[config.mk]
export PLATFORM = sky130hd
export DESIGN_NAME = pool_relu_2x2
export DESIGN_NICKNAME = d
export VERILOG_FILES = /design/src/rtl/npu_pkg.sv /design/src/rtl/pool_relu_2x2_requant_sat.sv /design/src/rtl/pool_relu_2x2.sv
export SDC_FILE = /design/constraint.sdc
export NUM_CORES = 1
export LEC_CHECK = 0
export CAP_MARGIN = 25
export CORE_UTILIZATION = 35
export CTS_BUF_LIST = sky130_fd_sc_hd__clkbuf_2
export CTS_CLUSTER_DIAMETER = 30
export DETAILED_ROUTE_END_ITERATION = 12
export PLACE_DENSITY = 0.55
export SYNTH_ARGS = -nofsm -noshare
export SYNTH_HDL_FRONTEND = slang
export SYNTH_SLANG_ARGS = --single-unit
[constraint.sdc]
create_clock -name clk -period 4.65 [get_ports clk]
set_input_delay 0.6975 -clock clk [delete_from_list [all_inputs] [get_ports clk]]
set_output_delay 0.6975 -clock clk [all_outputs]
set_load 0.02 [all_outputs]
[src/rtl/npu_pkg.sv]
// Shared NPU definitions: datapath widths and the pooling FSM state type.
package npu_pkg;

  localparam int ACC_W = 22;
  localparam int OUT_W = 8;

  typedef enum logic [1:0] {
    IDLE  = 2'd0,
    RUN   = 2'd1,
    DRAIN = 2'd2,
    DONE  = 2'd3
  } pool_state_t;

endpackage

[src/rtl/pool_relu_2x2_requant_sat.sv]
// requant_sat: arithmetic right shift of a pooled accumulator value, then
// saturation to the 8-bit output range. Build macro POOL_RELU_EN selects
// ReLU + unsigned 0..255 saturation; otherwise signed -128..127 output.
module requant_sat
  import npu_pkg::*;
#(
  parameter int SHIFT = 4
) (
  input  logic signed [ACC_W-1:0] p_i,
  output logic        [OUT_W-1:0] q_o
);

  localparam logic signed [ACC_W-1:0] U_MAX = ACC_W'(255);
  localparam logic signed [ACC_W-1:0] S_MAX = ACC_W'(127);
  localparam logic signed [ACC_W-1:0] S_MIN = ACC_W'(-128);

  logic signed [ACC_W-1:0] shifted;

  assign shifted = p_i >>> SHIFT;

  // Clamp the shifted value into the output code range.
  always_comb begin
    q_o = '0;
`ifdef POOL_RELU_EN
    // A negative p always shifts to a negative value, so its sign bit is the ReLU test.
    if (shifted[ACC_W-1])     q_o = '0;
    else if (shifted > U_MAX) q_o = '1;
    else                      q_o = shifted[OUT_W-1:0];
`else
    if (shifted > S_MAX)      q_o = S_MAX[OUT_W-1:0];
    else if (shifted < S_MIN) q_o = S_MIN[OUT_W-1:0];
    else                      q_o = shifted[OUT_W-1:0];
`endif
  end

endmodule

[src/rtl/pool_relu_2x2.sv]
// pool_relu_2x2: streaming 2x2 max-pool over a conv result frame, followed by
// requantization (see requant_sat; build macro POOL_RELU_EN enables ReLU).
//
//   state | meaning
//   IDLE  | waiting for start
//   RUN   | accepting conv results, pooling on odd rows / odd columns
//   DRAIN | input finished, waiting for the output pipeline to empty
//   DONE  | one-cycle frame-complete pulse
module pool_relu_2x2
  import npu_pkg::*;
#(
  parameter int IN_W  = 30,
  parameter int IN_H  = 30,
  parameter int SHIFT = 4
) (
  input  logic                    clk,
  input  logic                    rst,
  input  logic                    start,
  input  logic signed [ACC_W-1:0] in_data,
  input  logic                    in_valid,
  input  logic                    in_done,
  output logic        [OUT_W-1:0] out_data,
  output logic                    out_valid,
  output logic                    out_last,
  output logic                    done
);

  localparam int XW      = (IN_W > 2) ? $clog2(IN_W) : 2;
  localparam int YW      = (IN_H > 2) ? $clog2(IN_H) : 1;
  localparam int BUF_N   = IN_W / 2;
  localparam int LAST_PX = 2 * (IN_W / 2) - 1;
  localparam int LAST_PY = 2 * (IN_H / 2) - 1;

  pool_state_t state_q, state_d;

  logic [XW-1:0]           x_q;
  logic [YW-1:0]           y_q;
  logic signed [ACC_W-1:0] hold_q;
  logic signed [ACC_W-1:0] row_buf [BUF_N];

  logic                    s1_valid_q, s1_last_q;
  logic signed [ACC_W-1:0] s1_p_q;
  logic                    s2_valid_q, s2_last_q;
  logic [OUT_W-1:0]        s2_q;
  logic [OUT_W-1:0]        out_data_q;
  logic                    out_valid_q, out_last_q;

  logic                    accept, x_end, y_end, pix_done, last_px;
  logic signed [ACC_W-1:0] m, bufv, p;
  logic [OUT_W-1:0]        rq;

  assign accept   = in_valid && (state_q == RUN);
  assign x_end    = (x_q == XW'(IN_W - 1));
  assign y_end    = (y_q == YW'(IN_H - 1));
  // Odd x on an odd row completes a 2x2 window; a trailing even column/row never does.
  assign pix_done = accept && x_q[0] && y_q[0];
  assign last_px  = (x_q == XW'(LAST_PX)) && (y_q == YW'(LAST_PY));

  assign m    = (in_data > hold_q) ? in_data : hold_q;
  assign bufv = row_buf[x_q[XW-1:1]];
  assign p    = (m > bufv) ? m : bufv;

  // State register.
  always_ff @(posedge clk) begin
    if (rst) state_q <= IDLE;
    else     state_q <= state_d;
  end

  // Next-state logic and frame-complete pulse.
  always_comb begin
    state_d = state_q;
    done    = 1'b0;
    case (state_q)
      IDLE:  if (start) state_d = RUN;
      RUN:   if ((accept && x_end && y_end) || in_done) state_d = DRAIN;
      DRAIN: if (!s1_valid_q && !s2_valid_q && !out_valid_q) state_d = DONE;
      DONE: begin
        done    = 1'b1;
        state_d = IDLE;
      end
      default: state_d = IDLE;
    endcase
  end

  // Column/row position and even-column hold register.
  always_ff @(posedge clk) begin
    if (rst) begin
      x_q    <= '0;
      y_q    <= '0;
      hold_q <= '0;
    end else if ((state_q == IDLE) && start) begin
      x_q <= '0;
      y_q <= '0;
    end else if (accept) begin
      if (!x_q[0]) hold_q <= in_data;
      if (x_end) begin
        x_q <= '0;
        y_q <= y_end ? '0 : y_q + 1'b1;
      end else begin
        x_q <= x_q + 1'b1;
      end
    end
  end

  // Even rows store pair maxima; every entry is rewritten before the odd row reads it.
  always_ff @(posedge clk) begin
    if (accept && x_q[0] && !y_q[0]) row_buf[x_q[XW-1:1]] <= m;
  end

  requant_sat #(.SHIFT(SHIFT)) u_requant (
    .p_i (s1_p_q),
    .q_o (rq)
  );

  // Three-stage output pipeline: pooled max, requantized code, output register.
  always_ff @(posedge clk) begin
    if (rst) begin
      s1_valid_q  <= 1'b0;
      s1_last_q   <= 1'b0;
      s1_p_q      <= '0;
      s2_valid_q  <= 1'b0;
      s2_last_q   <= 1'b0;
      s2_q        <= '0;
      out_valid_q <= 1'b0;
      out_last_q  <= 1'b0;
      out_data_q  <= '0;
    end else begin
      s1_valid_q  <= pix_done;
      s1_last_q   <= pix_done && last_px;
      s1_p_q      <= p;
      s2_valid_q  <= s1_valid_q;
      s2_last_q   <= s1_last_q;
      s2_q        <= rq;
      out_valid_q <= s2_valid_q;
      out_last_q  <= s2_valid_q && s2_last_q;
      out_data_q  <= s2_q;
    end
  end

  assign out_data  = out_data_q;
  assign out_valid = out_valid_q;
  assign out_last  = out_last_q;

endmodule

# After elaboration in Yosys (flattened, before gate mapping)
# Memory sizes are Yosys's and may differ from the RTL's. A register that Yosys moved wholly into a read port is not among the register bits.
# Index checks and enable logic that the tools add are counted.
# op_classes
multipliers	0
n_reduce_logical	23
add_sub_neg	2
eq_ne	8
mux	15
div_mod_pow	0
n_lt_le_gt_ge	4
shifts	0
n_bitwise	2
# op_table
op	n
22-bit > comparator	2
22-bit 2-to-1 mux	2
18-bit by 8-bit > comparator with 1-bit output, second input constant	1
18-bit by 8-bit less-than comparator with 1-bit output, second input constant	1
1-bit logical AND	12
5-bit by 1-bit adder with 5-bit output, second input constant	2
5-bit equality test, second input constant	2
5-bit 2-to-1 mux	2
4-bit 2-to-1 mux	2
8-bit 2-to-1 mux	1
2-bit case mux with 4 select lines	1
7-bit 2-to-1 mux	1
2-bit 2-to-1 mux	3
3-bit AND reduction	2
2-bit equality test, second input constant	2
1-bit zero test	4
2-bit != test, second input constant	2
2-bit OR reduction	2
1-bit 2-to-1 mux	3
2-bit by 1-bit equality test with 1-bit output, second input constant	1
2-bit zero test	1
2-bit by 1-bit != test with 1-bit output, second input constant	1
1-bit NOT	2
2-bit AND reduction	1
1-bit logical OR	1
# word_totals
input_bits	27
ff_bits	78
word_cells	69
latch_bits	0
out_inout_bits	11
romBits	0
n_memories	1
ramBits	330
# mem_list
name	depth	width	rd	rd_ports_with_merged_regs	write_ports	line_no	text
row_buf	15	22	1	1	1	pool_relu_2x2.sv:39	logic signed [ACC_W-1:0] row_buf [BUF_N];

# Longest topological paths before layout
# Gate-level depths: netlist of run 1.
# depth
ltp_word	7
ltp_mapped	20
ltp_nobuf	17

# Hierarchy
# A second synthesis of run 1 with hierarchy kept.
# hier_totals
hier_cells	1065
area_unflattened_um2	17036.3
# by_module_without_submodules
module	cells_each	n_inst	seq_area_each_um2	area_each_um2
pool_relu_2x2	1039	1	11551.1	16837.4
requant_sat	26	1	0.0	198.9

# Least setup slack after synthesis of run 1
# Ideal clock, no wire load.
# synth_path
kind	input to register
from	in in_data[17]
to	reg s1_p_q[19]
t_arrival_ps	4792
slack_ps	-258
path_buffers	3
setup_ps	116
path_stages	19
required_time_ps	4534
cell_sequence	ha_1 a21oi_1 o21bai_1 a2111oi_1 nand4_1 nand3_4 buf_12 buf_12 mux2i_1 inv_1 ha_1 and4_1 o21a_1 o31a_1 a2111oi_2 mux2i_2 buf_4 nor3_1 a31o_2
# synth_between
elab_chain_cells	4
# synth_lines
item	line_no	text
start, declared	pool_relu_2x2.sv:19	input logic signed [ACC_W-1:0] in_data,
22-bit > comparator	pool_relu_2x2.sv:59	assign m = (in_data > hold_q) ? in_data : hold_q;
22-bit 2-to-1 mux	pool_relu_2x2.sv:59	
named net m[4]	pool_relu_2x2.sv:49	logic signed [ACC_W-1:0] m, bufv, p;
22-bit > comparator	pool_relu_2x2.sv:61	assign p = (m > bufv) ? m : bufv;
22-bit 2-to-1 mux	pool_relu_2x2.sv:61	
end signal, assigned	pool_relu_2x2.sv:130	s1_p_q <= p;
end, declared	pool_relu_2x2.sv:42	logic signed [ACC_W-1:0] s1_p_q;
# The timed path passes the listed nets, and every way through them passes these cells.
# A chain may end at the register's enable or synchronous reset.

# Worst setup path after layout of run 1
# layout_path
from	reg hold_q[14]
to	reg s1_p_q[20]
# layout_between
elab_chain_cells	4
# layout_lines
item	line_no	text
start, declared	pool_relu_2x2.sv:38	logic signed [ACC_W-1:0] hold_q;
start signal, assigned	pool_relu_2x2.sv:95	if (!x_q[0]) hold_q <= in_data;
22-bit > comparator	pool_relu_2x2.sv:59	
22-bit 2-to-1 mux	pool_relu_2x2.sv:59	
named net m[2]	pool_relu_2x2.sv:49	
22-bit > comparator	pool_relu_2x2.sv:61	
22-bit 2-to-1 mux	pool_relu_2x2.sv:61	
# The timed path passes the listed nets, and every way through them passes these cells.

==> Flow_metrics.wiki, run 1 <==
{| class="wikitable"
! Metric !! Value
|-
| Result of the run || finished clean
|-
| Synth unique cells || 51
|-
| H-tree depth || 3
|-
| Data required time at the worst endpoint || 5.54 ns
|-
| Critical path launch point type || flop
|-
| Final number of max-transition violations || 0
|-
| Clock tree from TritonCTS || done
|-
| Cells after Synth || 1028
|-
| Number of violations reported at the end of detailed-routing iteration 0 || 658
|-
| Top FF cell, synth || sky130_fd_sc_hd__edfxtp_1
|-
| Hold-critical path depth || 3
|-
| Total length of routed met3 wires || 2080 um
|-
| Maximum vdd ir drop || 0.200 mV
|-
| Number of cells on the worst reg-to-reg path || 18
|-
| Power per unit of standard cell area || 424 mW/mm^2
|-
| Hold Crit Endpoint || hold_q[0]
|-
| Setup repair after global routing missed its margin || false
|-
| Most common library cell in the layout ignoring fill and taps || sky130_fd_sc_hd__edfxtp_1
|-
| Clock Sink Count || 408
|-
| Final weighted congestion in routability-driven placement || 0.803
|-
| Share of power burned in the clock network || 29.3%
|-
| Count of warnings emitted by yosys || 0
|-
| Die Footprint || 0.0488 sq mm
|-
| Final hold viol count || 0
|-
| Placement row count || 79
|-
| Register-to-register setup slack || 0.17 ns
|-
| Proportion of power drawn by combinational gates || 19.7%
|-
| Aggregate global-route resource usage || 16.2%
|-
| Total CTS buffers || 100
|-
| Crit path max fanout || 6
|-
| Post-synthesis area per instance || 16.3 sq um
|-
| Switching part of the total || 28.2%
|-
| Maximum capacitance violations || 0
|-
| Drc violations || 0
|-
| Data arrival, critical path || 5.36 ns
|-
| Routed wl met2 || 18800 um
|-
| Aggregate negative setup slack || 0 ns
|-
| Clock slew at reported path FFs || 0.10 ns
|-
| Worst path max stage delay || 0.42 ns
|-
| Commonest cells after routing, fill and taps aside || 330 x sky130_fd_sc_hd__edfxtp_1, 147 x sky130_fd_sc_hd__clkbuf_2, 91 x sky130_fd_sc_hd__buf_4, 88 x sky130_fd_sc_hd__mux4_2, 87 x sky130_fd_sc_hd__nand2_1
|-
| Final Setup Violations || 0
|-
| Cell type with the highest occurrence count on the critical path || sky130_fd_sc_hd__clkbuf_16
|-
| Vias after detailed routing || 9615
|-
| Initial core utilization || 35.8%
|-
| Post-synthesis sequential area ratio || 68.3%
|-
| DPL Wire Length || 23300 um
|-
| Origin of the worst min-delay path || in_data[0]
|-
| Ratio of final minimum period to clock period || 96.3%
|-
| LEAKAGE || 6.85 nW
|-
| Endpoint of the worst-slack reg-to-reg timing path || s1_p_q[20]
|-
| Routed wire length per instance || 20.6 um
|-
| Antenna viol nets, final || 0
|-
| Crit-path leading delay family || compound AO/OA/AOI/OAI gates
|-
| Worst min-delay path category || in -> reg
|-
| Critical path start-end classification || reg -> reg
|-
| Setup crit end kind || flop
|-
| Std-Cell Core Area || 0.0470 sq mm
|-
| Net Count, Synth || 1108
|-
| Internal power || 6.07 mW
|-
| Cell Area, Synth || 0.0168 sq mm
|-
| Root buf cell || sky130_fd_sc_hd__clkbuf_2
|-
| Top Ports || 38
|-
| Normalized max-slew margin || 45.4%
|-
| Actual transition at the worst max-transition pin || 0.818 ns
|-
| Port bufs || 37
|-
| Max Freq || 0.223 GHz
|-
| Grt total ovfl || 0
|-
| DIE HEIGHT || 221 um
|-
| Vias per inst || 5.03
|-
| Standard cell with the maximum stage delay on the critical path || sky130_fd_sc_hd__mux2i_4
|-
| Critical path buffer and inverter count || 3
|-
| Routed metal-1 wirelength || 17800 um
|-
| Area growth syn-to-layout || 19.0%
|-
| # nets final || 1308
|-
| Share of flip-flops with an asynchronous set or reset || 0%
|-
| EDFF count, synth || 330
|-
| Die width || 221 um
|-
| Initial antenna violation count || 1
|-
| Clock latency of the later-clocked register in the worst-skew pair || 1.03 ns
|-
| Total Wirelength || 39400 um
|-
| Ordered list of cells on the worst path || inv_1 -> ha_1 -> nand4_1 -> nor4_4 -> o31ai_4 -> a31o_4 -> nand3_4 -> clkbuf_16 -> mux2_4 -> ha_4 -> and4_1 -> o21a_1 -> o31a_1 -> a2111oi_4 -> mux2i_4 -> clkbuf_16 -> nor3_1 -> a31o_1
|-
| NetSw || 2.39 mW
|-
| Via count of the first global-routing pass || 9840
|-
| Maximum number of buffers from clock root to sink || 3
|-
| Number of buffers inserted for hold repair after clock tree synthesis || 0
|-
| Synthesis-stage register bit count || 408
|-
| Length of the first detailed-routing pass in iterations || 4
|-
| Worst Clk Skew || 0.0906 ns
|-
| Final worst path period need || 4.48 ns
|-
| Share of post-route cells with drive strength above 1 || 33.7%
|-
| Fraction of power consumed by sequential logic || 51.0%
|-
| Pin count of the biggest net entering global routing || 57
|-
| Reg-to-Reg Start || hold_q[14]
|-
| Power, Total || 8.46 mW
|-
| First-pass GRT wire length || 59200 um
|-
| Highest metal used || met4
|}
## cell families after synthesis
group	Yosys count	share of synthesized area (%)
adder cells (fa/ha/maj)	53	3.95
AND/OR/NAND/NOR	215	5.99
multiplexers	133	14.7
flip-flops	408	68.3
AO/OA/AOI/OAI	111	4.05
XOR/XNOR	7	0.365
buffers and inverters	101	2.58
## layer usage
layer	vias to the layer above	track usage [%]
li1	4421	-
met1	4881	22.2
met2	259	25.7
met3	54	2.99
met4	0	6.05
met5	-	0
## metrics by stage
stage	area, sq um	util, %	std cells	setup slack, ns	hold slack [ns]
final	20000	42.5	1910	0.173	0.282
after global routing	20000	42.5	1910	0.00211	0.255
after CTS	19600	41.7	1898	0.0628	0.165
after detailed placement	18600	39.7	1722	-0.670	0.425
after global placement	18600	39.7	1721	-0.637	0.428
after floorplan	16800	-	1028	0.0222	0.406
## final cells by class
class	instances	area [sq um]
clock buffers	147	736
inverters	58	218
fillers	4202	27000
flip-flops and latches	408	11500
diodes	1	2.50
well taps	607	759
repair buffers	141	1310
multi-input cells	519	5230
clock inverters	29	223
## flip-flops by register name, indices dropped and copies added, names as in the netlist, named ones only
signal,count
out_valid,1
row_buf,330
s1_last_q,1
x_q,5
out_last,1
state_q,2
s2_last_q,1
s1_p_q,18
out_data,8
hold_q,22
y_q,5
s1_valid_q,1
s2_valid_q,1
s2_q,8
## cell usage after synthesis, drive strengths merged (4+ instances only)
cell | count | area (sq um)
mux2 | 15 | 188
dfxtp | 78 | 1560
nor4 | 4 | 37.5
a211oi | 9 | 67.6
nand2 | 87 | 327
a21oi | 44 | 220
mux2i | 30 | 304
nand4 | 19 | 125
edfxtp | 330 | 9910
xor2 | 6 | 52.6
nand3 | 5 | 37.5
o21a | 4 | 30.0
clkbuf | 24 | 90.1
nor3 | 15 | 75.1
buf | 19 | 125
mux4 | 88 | 1980
ha | 53 | 663
nor2b | 14 | 87.6
nor2 | 57 | 214
o21ai | 27 | 135
a31o | 12 | 105
inv | 58 | 218
## tightest hold or removal path, cell delays in order
cell                              delay (ns)
sky130_fd_sc_hd__clkdlybuf4s50_1        0.44
sky130_fd_sc_hd__nand2_1                0.07
sky130_fd_sc_hd__a21oi_1                0.05
## power groups by stage
stage | Clock [mW] | Sequential [mW] | Combinational, mW
2_1_floorplan | 0 | 4.38 | 0.967
3_3_place_gp | 0 | 4.39 | 1.49
3_5_place_dp | 0 | 4.39 | 1.52
4_1_cts | 2.58 | 4.31 | 1.53
5_1_grt | 2.75 | 4.33 | 1.84
6_report | 2.48 | 4.31 | 1.67
## what timing repair did
action | in CTS | in global routing
setup endpoints to repair | 0 | 18
setup buffers | 0 | 8
resized for setup | 0 | 43
## worst max-delay path by stage
stage / from / slack, ns / cells past startpoint / end
floorplan: in_data[20] / 0.02 / 18 / s1_p_q[19]
global placement: in_data[17] / -0.64 / 18 / s1_p_q[9]
detailed placement: in_data[15] / -0.67 / 19 / s1_p_q[7]
CTS: hold_q[17] / 0.06 / 19 / s1_p_q[17]
global route: hold_q[17] / 0.002 / 19 / s1_p_q[14]
finish: hold_q[14] / 0.17 / 18 / s1_p_q[20]
(Power assumes the default switching activity.)
==> run 2: changes to the inputs <==
Settings changed: SYNTH_HIERARCHICAL from default to 1.
==> run 2 against run 1 <==
  * Maximum frequency up 2.3%
  * Routed wire length fell by 2.8%
  * First-iteration DRC count increased by 13%
  * Combinational power decreased by 12%
  * Synthesized cell count increased by 2.3%
  * Worst setup slack improved by 0.10 ns
  * Largest power group unchanged
  * Highest routed layer unchanged
==> Flow_metrics.wiki, run 2 <==
{| class="wikitable"
! Metric !! Value
|-
| Total length of routed met3 wires || 1890 um (-9.3%)
|-
| Total Wirelength || 38300 um (-2.8%)
|-
| Final Setup Violations || 0 (unchanged)
|-
| Vias after detailed routing || 9438 (-1.8%)
|-
| Count of warnings emitted by yosys || 6 (+6)
|-
| Commonest cells after routing, fill and taps aside || 330 x sky130_fd_sc_hd__edfxtp_1, 159 x sky130_fd_sc_hd__clkbuf_2, 92 x sky130_fd_sc_hd__nand2_1, 88 x sky130_fd_sc_hd__mux4_2, 78 x sky130_fd_sc_hd__buf_4
|-
| Root buf cell || sky130_fd_sc_hd__clkbuf_2
|-
| Grt total ovfl || 0 (unchanged)
|-
| Register-to-register setup slack || 0.27 ns (+0.10 ns)
|-
| Critical path start-end classification || reg -> reg
|-
| Data required time at the worst endpoint || 5.51 ns (-0.03 ns)
|-
| Critical path buffer and inverter count || 5 (+2)
|-
| Maximum number of buffers from clock root to sink || 3 (unchanged)
|-
| Placement row count || 80 (+1.3%)
|-
| Total CTS buffers || 108 (+8.0%)
|-
| Most common library cell in the layout ignoring fill and taps || sky130_fd_sc_hd__edfxtp_1
|-
| DIE HEIGHT || 222 um (+0.35%)
|-
| Switching part of the total || 28.0% (-0.20 points)
|-
| Hold Crit Endpoint || hold_q[7]
|-
| Std-Cell Core Area || 0.0476 sq mm (+1.5%)
|-
| Maximum vdd ir drop || 0.149 mV (-26%)
|-
| Proportion of power drawn by combinational gates || 17.7% (-2.0 points)
|-
| NetSw || 2.33 mW (-2.5%)
|-
| Normalized max-slew margin || 32.3% (-13 points)
|-
| Crit-path leading delay family || compound AO/OA/AOI/OAI gates
|-
| LEAKAGE || 6.81 nW (-0.54%)
|-
| Setup crit end kind || flop
|-
| Area growth syn-to-layout || 15.8%
|-
| Max Freq || 0.229 GHz (+2.3%)
|-
| Die width || 222 um (+0.35%)
|-
| Crit path max fanout || 36 (+30)
|-
| Post-CTS setup buffers || 0 (unchanged)
|-
| Ordered list of cells on the worst path || inv_1 -> ha_1 -> nand4_1 -> nor4_2 -> o31a_1 -> nor4_1 -> o21ai_4 -> buf_12 -> buf_12 -> mux2i_2 -> inv_1 -> ha_1 -> a21oi_1 -> a21boi_0 -> o31ai_1 -> o211ai_1 -> mux2_2 -> buf_12 -> nor3_1 -> a31o_2
|-
| Routed wire length per instance || 19.9 um (-3.6%)
|-
| Start point of the critical path || hold_q[15]
|-
| Routed wl met2 || 18000 um (-4.6%)
|-
| Length of the first detailed-routing pass in iterations || 4 (unchanged)
|-
| Multi-input gate area || 0.00501 sq mm (-4.3%)
|-
| Clock latency of the later-clocked register in the worst-skew pair || 1.06 ns (+0.03 ns)
|-
| Final worst path period need || 4.38 ns (-0.101 ns)
|-
| Cell Area, Synth || 0.0169 sq mm (+0.70%)
|-
| Post-route standard cell area excluding fillers || 0.0196 sq mm (-2.0%)
|-
| Worst min-delay path category || in -> reg
|-
| Die Footprint || 0.0492 sq mm (+0.69%)
|-
| Endpoint of the worst-slack reg-to-reg timing path || s1_p_q[13]
|-
| Vias per inst || 4.90 (-2.7%)
|-
| Net Count, Synth || 1132 (+2.2%)
|-
| Pin count of the biggest net entering global routing || 58 (+1.8%)
|-
| Power, Total || 8.31 mW (-1.8%)
|-
| Aggregate negative setup slack || 0 ns (unchanged)
|-
| Number of flip-flops in the largest register || 330 (unchanged)
|-
| Final weighted congestion in routability-driven placement || 0.801 (-0.32%)
|-
| Reg-to-Reg Start || hold_q[15]
|-
| Critical path launch point type || flop
|-
| Top Ports || 38 (unchanged)
|-
| Routed metal-1 wirelength || 17900 um (+0.62%)
|-
| Aggregate global-route resource usage || 16.0% (-0.19 points)
|-
| Post-detailed-placement cell area || 0.0186 sq mm (-0.40%)
|-
| Clock Sink Count || 408 (unchanged)
|-
| Worst path max stage delay || 0.38 ns (-0.04 ns)
|-
| Clock tree from TritonCTS || done
|-
| Share of post-route cells with drive strength above 1 || 29.4% (-4.4 points)
|-
| Storage element area || 0.0115 sq mm (-0.14%)
|-
| Cells after Synth || 1052 (+2.3%)
|-
| Antenna viol nets, final || 0 (unchanged)
|-
| Internal power || 5.98 mW (-1.6%)
|-
| Fraction of power consumed by sequential logic || 52.2% (+1.2 points)
|-
| Power per unit of standard cell area || 424 mW/mm^2 (+0.12%)
|-
| Hold-critical path depth || 4 (+1)
|-
| Port bufs || 37 (unchanged)
|-
| Origin of the worst min-delay path || in_data[7]
|-
| H-tree depth || 3 (unchanged)
|-
| Actual transition at the worst max-transition pin || 1.01 ns (+0.195 ns)
|-
| Utilization of the core after routing || 41.1% (-1.4 points)
|-
| Drc violations || 0 (unchanged)
|-
| Final hold viol count || 0 (unchanged)
|-
| Fillers || 4393 (+4.5%)
|-
| Initial antenna violation count || 1 (unchanged)
|-
| Initial core utilization || 35.5% (-0.27 points)
|-
| Clock slew at reported path FFs || 0.10 ns (about the same)
|-
| Result of the run || finished clean
|-
| Highest metal used || met4
|-
| Via count of the first global-routing pass || 9658 (-1.8%)
|-
| First-pass GRT wire length || 58700 um (-0.85%)
|-
| DPL Wire Length || 22400 um (-3.7%)
|-
| Maximum capacitance violations || 0 (unchanged)
|-
| Data arrival, critical path || 5.24 ns (-0.12 ns)
|-
| Cell type with the highest occurrence count on the critical path || sky130_fd_sc_hd__buf_12
|-
| Standard cell with the maximum stage delay on the critical path || sky130_fd_sc_hd__dfxtp_1
|-
| Setup repair after global routing missed its margin || false
|-
| Post-synthesis area per instance || 16.1 sq um (-1.6%)
|-
| # nets final || 1314 (+0.46%)
|-
| Ratio of final minimum period to clock period || 94.1% (-2.2 points)
|-
| Number of violations reported at the end of detailed-routing iteration 0 || 743 (+13%)
|-
| Share of power burned in the clock network || 30.1% (+0.8 points)
|-
| Number of cells on the worst reg-to-reg path || 20 (+2)
|-
| Final number of max-transition violations || 0 (unchanged)
|-
| Worst Clk Skew || 0.109 ns (+0.0187 ns)
|}
run 2: final cells by class:
cell class	instances	area share, %
diodes	1	0.0128
clock buffers	159	4.06
clock inverters	28	0.984
inverters	68	1.30
multi-input cells	526	25.6
flip-flops and latches	408	58.6
well taps	615	3.93
repair buffers	122	5.52
run 2: power groups by stage:
stage / combinational, mW / clock (mW) / sequential (mW)
after floorplan: 0.970 / 0 / 4.39
after global placement: 1.45 / 0 / 4.42
after detailed placement: 1.48 / 0 / 4.42
after CTS: 1.49 / 2.62 / 4.34
after global routing: 1.65 / 2.81 / 4.36
final: 1.47 / 2.50 / 4.34
run 2: worst max path at each step:
stage                            end  cells after the start  slack [ns]
after floorplan           s1_p_q[17]                     19        0.12
after global placement     s1_p_q[6]                     18       -0.47
after detailed placement   s1_p_q[6]                     18       -0.52
after CTS                 s1_p_q[11]                     18        0.16
after global routing      s1_p_q[21]                     20        0.02
final                     s1_p_q[13]                     20        0.27
run 2: worst min-delay path, cell delays in order:
cell                              delay (ns)
sky130_fd_sc_hd__clkdlybuf4s50_1        0.44
sky130_fd_sc_hd__buf_4                  0.15
sky130_fd_sc_hd__nand2_1                0.05
sky130_fd_sc_hd__a21oi_1                0.05
run 2: routing by layer:
layer	vias to the layer above	GRT usage, %
li1	4452	-
met4	0	5.11
met3	40	3.87
met1	4707	21.8
met2	239	25.2
met5	-	0
run 2: metrics by stage:
step                setup slack [ns]  instances  hold slack [ns]
finish                         0.274       1927            0.393
global route                  0.0171       1927            0.285
CTS                            0.165       1926            0.237
detailed placement            -0.516       1738            0.414
global placement              -0.467       1738            0.420
floorplan                      0.117       1052            0.406
run 2: what timing repair did:
item	CTS	global route
gates resized for setup	0	6
endpoints found under the setup margin	0	13
hold endpoints to repair	10	0
hold buffers	1	0
==> run 3: changes to the inputs <==
Settings changed: CAP_MARGIN 25 to 20, CTS_BUF_LIST sky130_fd_sc_hd__clkbuf_2 to default.
==> run 3 against run 2 <==
  * Clock skew shrank 0.083 ns
  * Register-to-register slack lost 0.02 ns
  * Critical path depth down 2
  * Utilization is 5.0 points higher
  * Global-route usage up 0.19 points
  * Clock power increased to 2.6 times the previous value
  * Hold slack got worse by 0.0026 ns
  * Sequential share of layout area down 6.3 points
  * Critical path type is now in -> reg
  * Largest power group is now clock
==> Flow_metrics.wiki, run 3 (synthesized netlist as in run 2, its figures left out) <==
{| class="wikitable"
! Metric !! Value
|-
| Clock tree from TritonCTS || done
|-
| Hold-critical path depth || 2 (-2)
|-
| Utilization of the core after routing || 46.1% (+5.0 points)
|-
| DIE HEIGHT || 222 um (unchanged)
|-
| Length of the first detailed-routing pass in iterations || 4 (unchanged)
|-
| H-tree depth || 3 (unchanged)
|-
| Top Ports || 38 (unchanged)
|-
| Number of flip-flops in the largest register || 330 (unchanged)
|-
| Aggregate global-route resource usage || 16.2% (+0.19 points)
|-
| Endpoint of the worst-slack reg-to-reg timing path || s1_p_q[21]
|-
| Most common library cell in the layout ignoring fill and taps || sky130_fd_sc_hd__edfxtp_1
|-
| Final worst path period need || 4.52 ns (+0.145 ns)
|-
| Final Setup Violations || 0 (unchanged)
|-
| Crit-path leading delay family || compound AO/OA/AOI/OAI gates
|-
| Number of violations reported at the end of detailed-routing iteration 0 || 624 (-16%)
|-
| Initial core utilization || 35.5% (unchanged)
|-
| Power, Total || 12.4 mW (+49%)
|-
| Critical path buffer and inverter count || 4 (-1)
|-
| Maximum capacitance violations || 0 (unchanged)
|-
| Routed wire length per instance || 20.7 um (+4.0%)
|-
| Power per unit of standard cell area || 565 mW/mm^2 (+33%)
|-
| Critical path launch point type || input port
|-
| Crit path max fanout || 18 (-50%)
|-
| Total Wirelength || 39500 um (+3.1%)
|-
| Clock latency of the later-clocked register in the worst-skew pair || 0.60 ns (-0.46 ns)
|-
| Grt total ovfl || 0 (unchanged)
|-
| Final number of max-transition violations || 0 (unchanged)
|-
| Standard cell with the maximum stage delay on the critical path || sky130_fd_sc_hd__clkdlybuf4s50_1
|-
| Data arrival, critical path || 4.99 ns (-0.25 ns)
|-
| Final weighted congestion in routability-driven placement || 0.801 (unchanged)
|-
| Actual transition at the worst max-transition pin || 1.01 ns (-0.00130 ns)
|-
| Number of buffers inserted for hold repair after clock tree synthesis || 0 (-1)
|-
| Worst min-delay path category || in -> reg
|-
| Normalized max-slew margin || 32.4% (+0.087 points)
|-
| Final critical-path setup slack || 0.129 ns (-0.145 ns)
|-
| Worst path max stage delay || 0.51 ns (+0.13 ns)
|-
| Hold Slack || 0.391 ns (-0.00256 ns)
|-
| Number of cells on the worst reg-to-reg path || 18 (-10%)
|-
| Clock Sink Count || 408 (unchanged)
|-
| Via count of the first global-routing pass || 9713 (+0.57%)
|-
| LEAKAGE || 7.64 nW (+12%)
|-
| Final hold viol count || 0 (unchanged)
|-
| Origin of the worst min-delay path || rst
|-
| # nets final || 1299 (-1.1%)
|-
| Setup slack after placement || -0.516 ns (unchanged)
|-
| Multi-input gate area || 0.00518 sq mm (+3.5%)
|-
| Pin count of the biggest net entering global routing || 58 (unchanged)
|-
| Ratio of final minimum period to clock period || 97.2% (+3.1 points)
|-
| Antenna diodes || 0 (-1)
|-
| Vias after detailed routing || 9500 (+0.66%)
|-
| Reg-to-Reg Start || hold_q[4]
|-
| Data required time at the worst endpoint || 5.12 ns (-0.39 ns)
|-
| Vias per inst || 4.97 (+1.6%)
|-
| Storage element area || 0.0115 sq mm (about the same)
|-
| Ordered list of cells on the worst path || clkdlybuf4s50_1 -> ha_4 -> nand4_4 -> nor4_4 -> o31a_1 -> nor4_2 -> o21ai_4 -> buf_12 -> buf_12 -> mux2_4 -> ha_1 -> a21oi_2 -> o21ai_0 -> a221oi_1 -> o211ai_1 -> mux2_4 -> clkbuf_16 -> a31o_2
|-
| Critical path start-end classification || in -> reg
|-
| Antenna viol nets, final || 0 (unchanged)
|-
| Maximum number of buffers from clock root to sink || 3 (unchanged)
|-
| Initial antenna violation count || 0 (-1)
|-
| Commonest cells after routing, fill and taps aside || 330 x sky130_fd_sc_hd__edfxtp_1, 97 x sky130_fd_sc_hd__clkbuf_16, 92 x sky130_fd_sc_hd__nand2_1, 88 x sky130_fd_sc_hd__mux4_2, 77 x sky130_fd_sc_hd__buf_4
|-
| Max Freq || 0.221 GHz (-3.2%)
|-
| Hold Crit Endpoint || s2_last_q
|-
| Root buf cell || sky130_fd_sc_hd__clkbuf_16
|-
| First-pass GRT wire length || 59600 um (+1.6%)
|-
| Maximum vdd ir drop || 0.308 mV (+110%)
|-
| Register-to-register setup slack || 0.25 ns (-0.02 ns)
|-
| Die width || 222 um (unchanged)
|-
| Aggregate negative setup slack || 0 ns (unchanged)
|-
| Setup crit end kind || flop
|-
| Fillers || 4070 (-7.4%)
|-
| Worst Clk Skew || 0.0263 ns (-0.0829 ns)
|-
| Area growth syn-to-layout || 29.9%
|-
| Placement row count || 80 (unchanged)
|-
| DPL Wire Length || 22400 um (unchanged)
|-
| Die Footprint || 0.0492 sq mm (unchanged)
|-
| Post-cts repair resize count || 0 (unchanged)
|-
| Post-CTS setup buffers || 0 (unchanged)
|-
| Port bufs || 37 (unchanged)
|-
| Clock slew at reported path FFs || 0.04 ns (-0.06 ns)
|-
| Total CTS buffers || 92 (-15%)
|-
| Result of the run || finished clean
|-
| Share of post-route cells with drive strength above 1 || 28.9% (-0.49 points)
|-
| Std-Cell Core Area || 0.0476 sq mm (unchanged)
|-
| Drc violations || 0 (unchanged)
|}
==> run 3: routing by layer <==
metal  vias to the layer above  routed length (um)  part of all wire (%)  track usage, %
li1                       4416                   -                     -               -
met5                         -                   0                     0               0
met2                       208               18800                    48            25.8
met1                      4828               18400                    47            22.3
met4                         0                 624                   1.6            5.33
met3                        48                1710                   4.3            3.07
==> run 3: worst max-delay path by stage <==
stage | startpoint | endpoint | slack (ns) | cells past startpoint
3_5_place_dp | in_data[21] | s1_p_q[6] | -0.52 | 18
5_1_grt | in_data[20] | s1_p_q[21] | -0.05 | 18
4_1_cts | in_data[21] | s1_p_q[6] | 0.07 | 18
2_1_floorplan | in_data[4] | s1_p_q[17] | 0.12 | 19
3_3_place_gp | in_data[15] | s1_p_q[6] | -0.47 | 18
6_report | in_data[20] | s1_p_q[21] | 0.13 | 18
==> run 3: through the flow <==
stage / std cells / cell area, sq um
after CTS: 1908 / 21700
after global routing: 1910 / 22000
after detailed placement: 1738 / 18600
after floorplan: 1052 / 16900
after global placement: 1738 / 18600
final: 1910 / 22000
==> run 3: final cells by class <==
type	instances	area share, %
Tap cell	615	3.50
Clock buffer	110	11.1
Timing Repair Buffer	123	5.17
Sequential cell	408	52.3
Multi-Input combinational cell	526	23.6
Clock inverter	60	3.17
Inverter	68	1.16
==> run 3: report_power, final <==
part | leakage [nW] | total [mW] | internal [mW] | switching, mW
Combinational | 2.47 | 1.59 | 0.730 | 0.863
Sequential | 3.65 | 4.36 | 4.26 | 0.100
Clock | 1.52 | 6.45 | 4.49 | 1.96
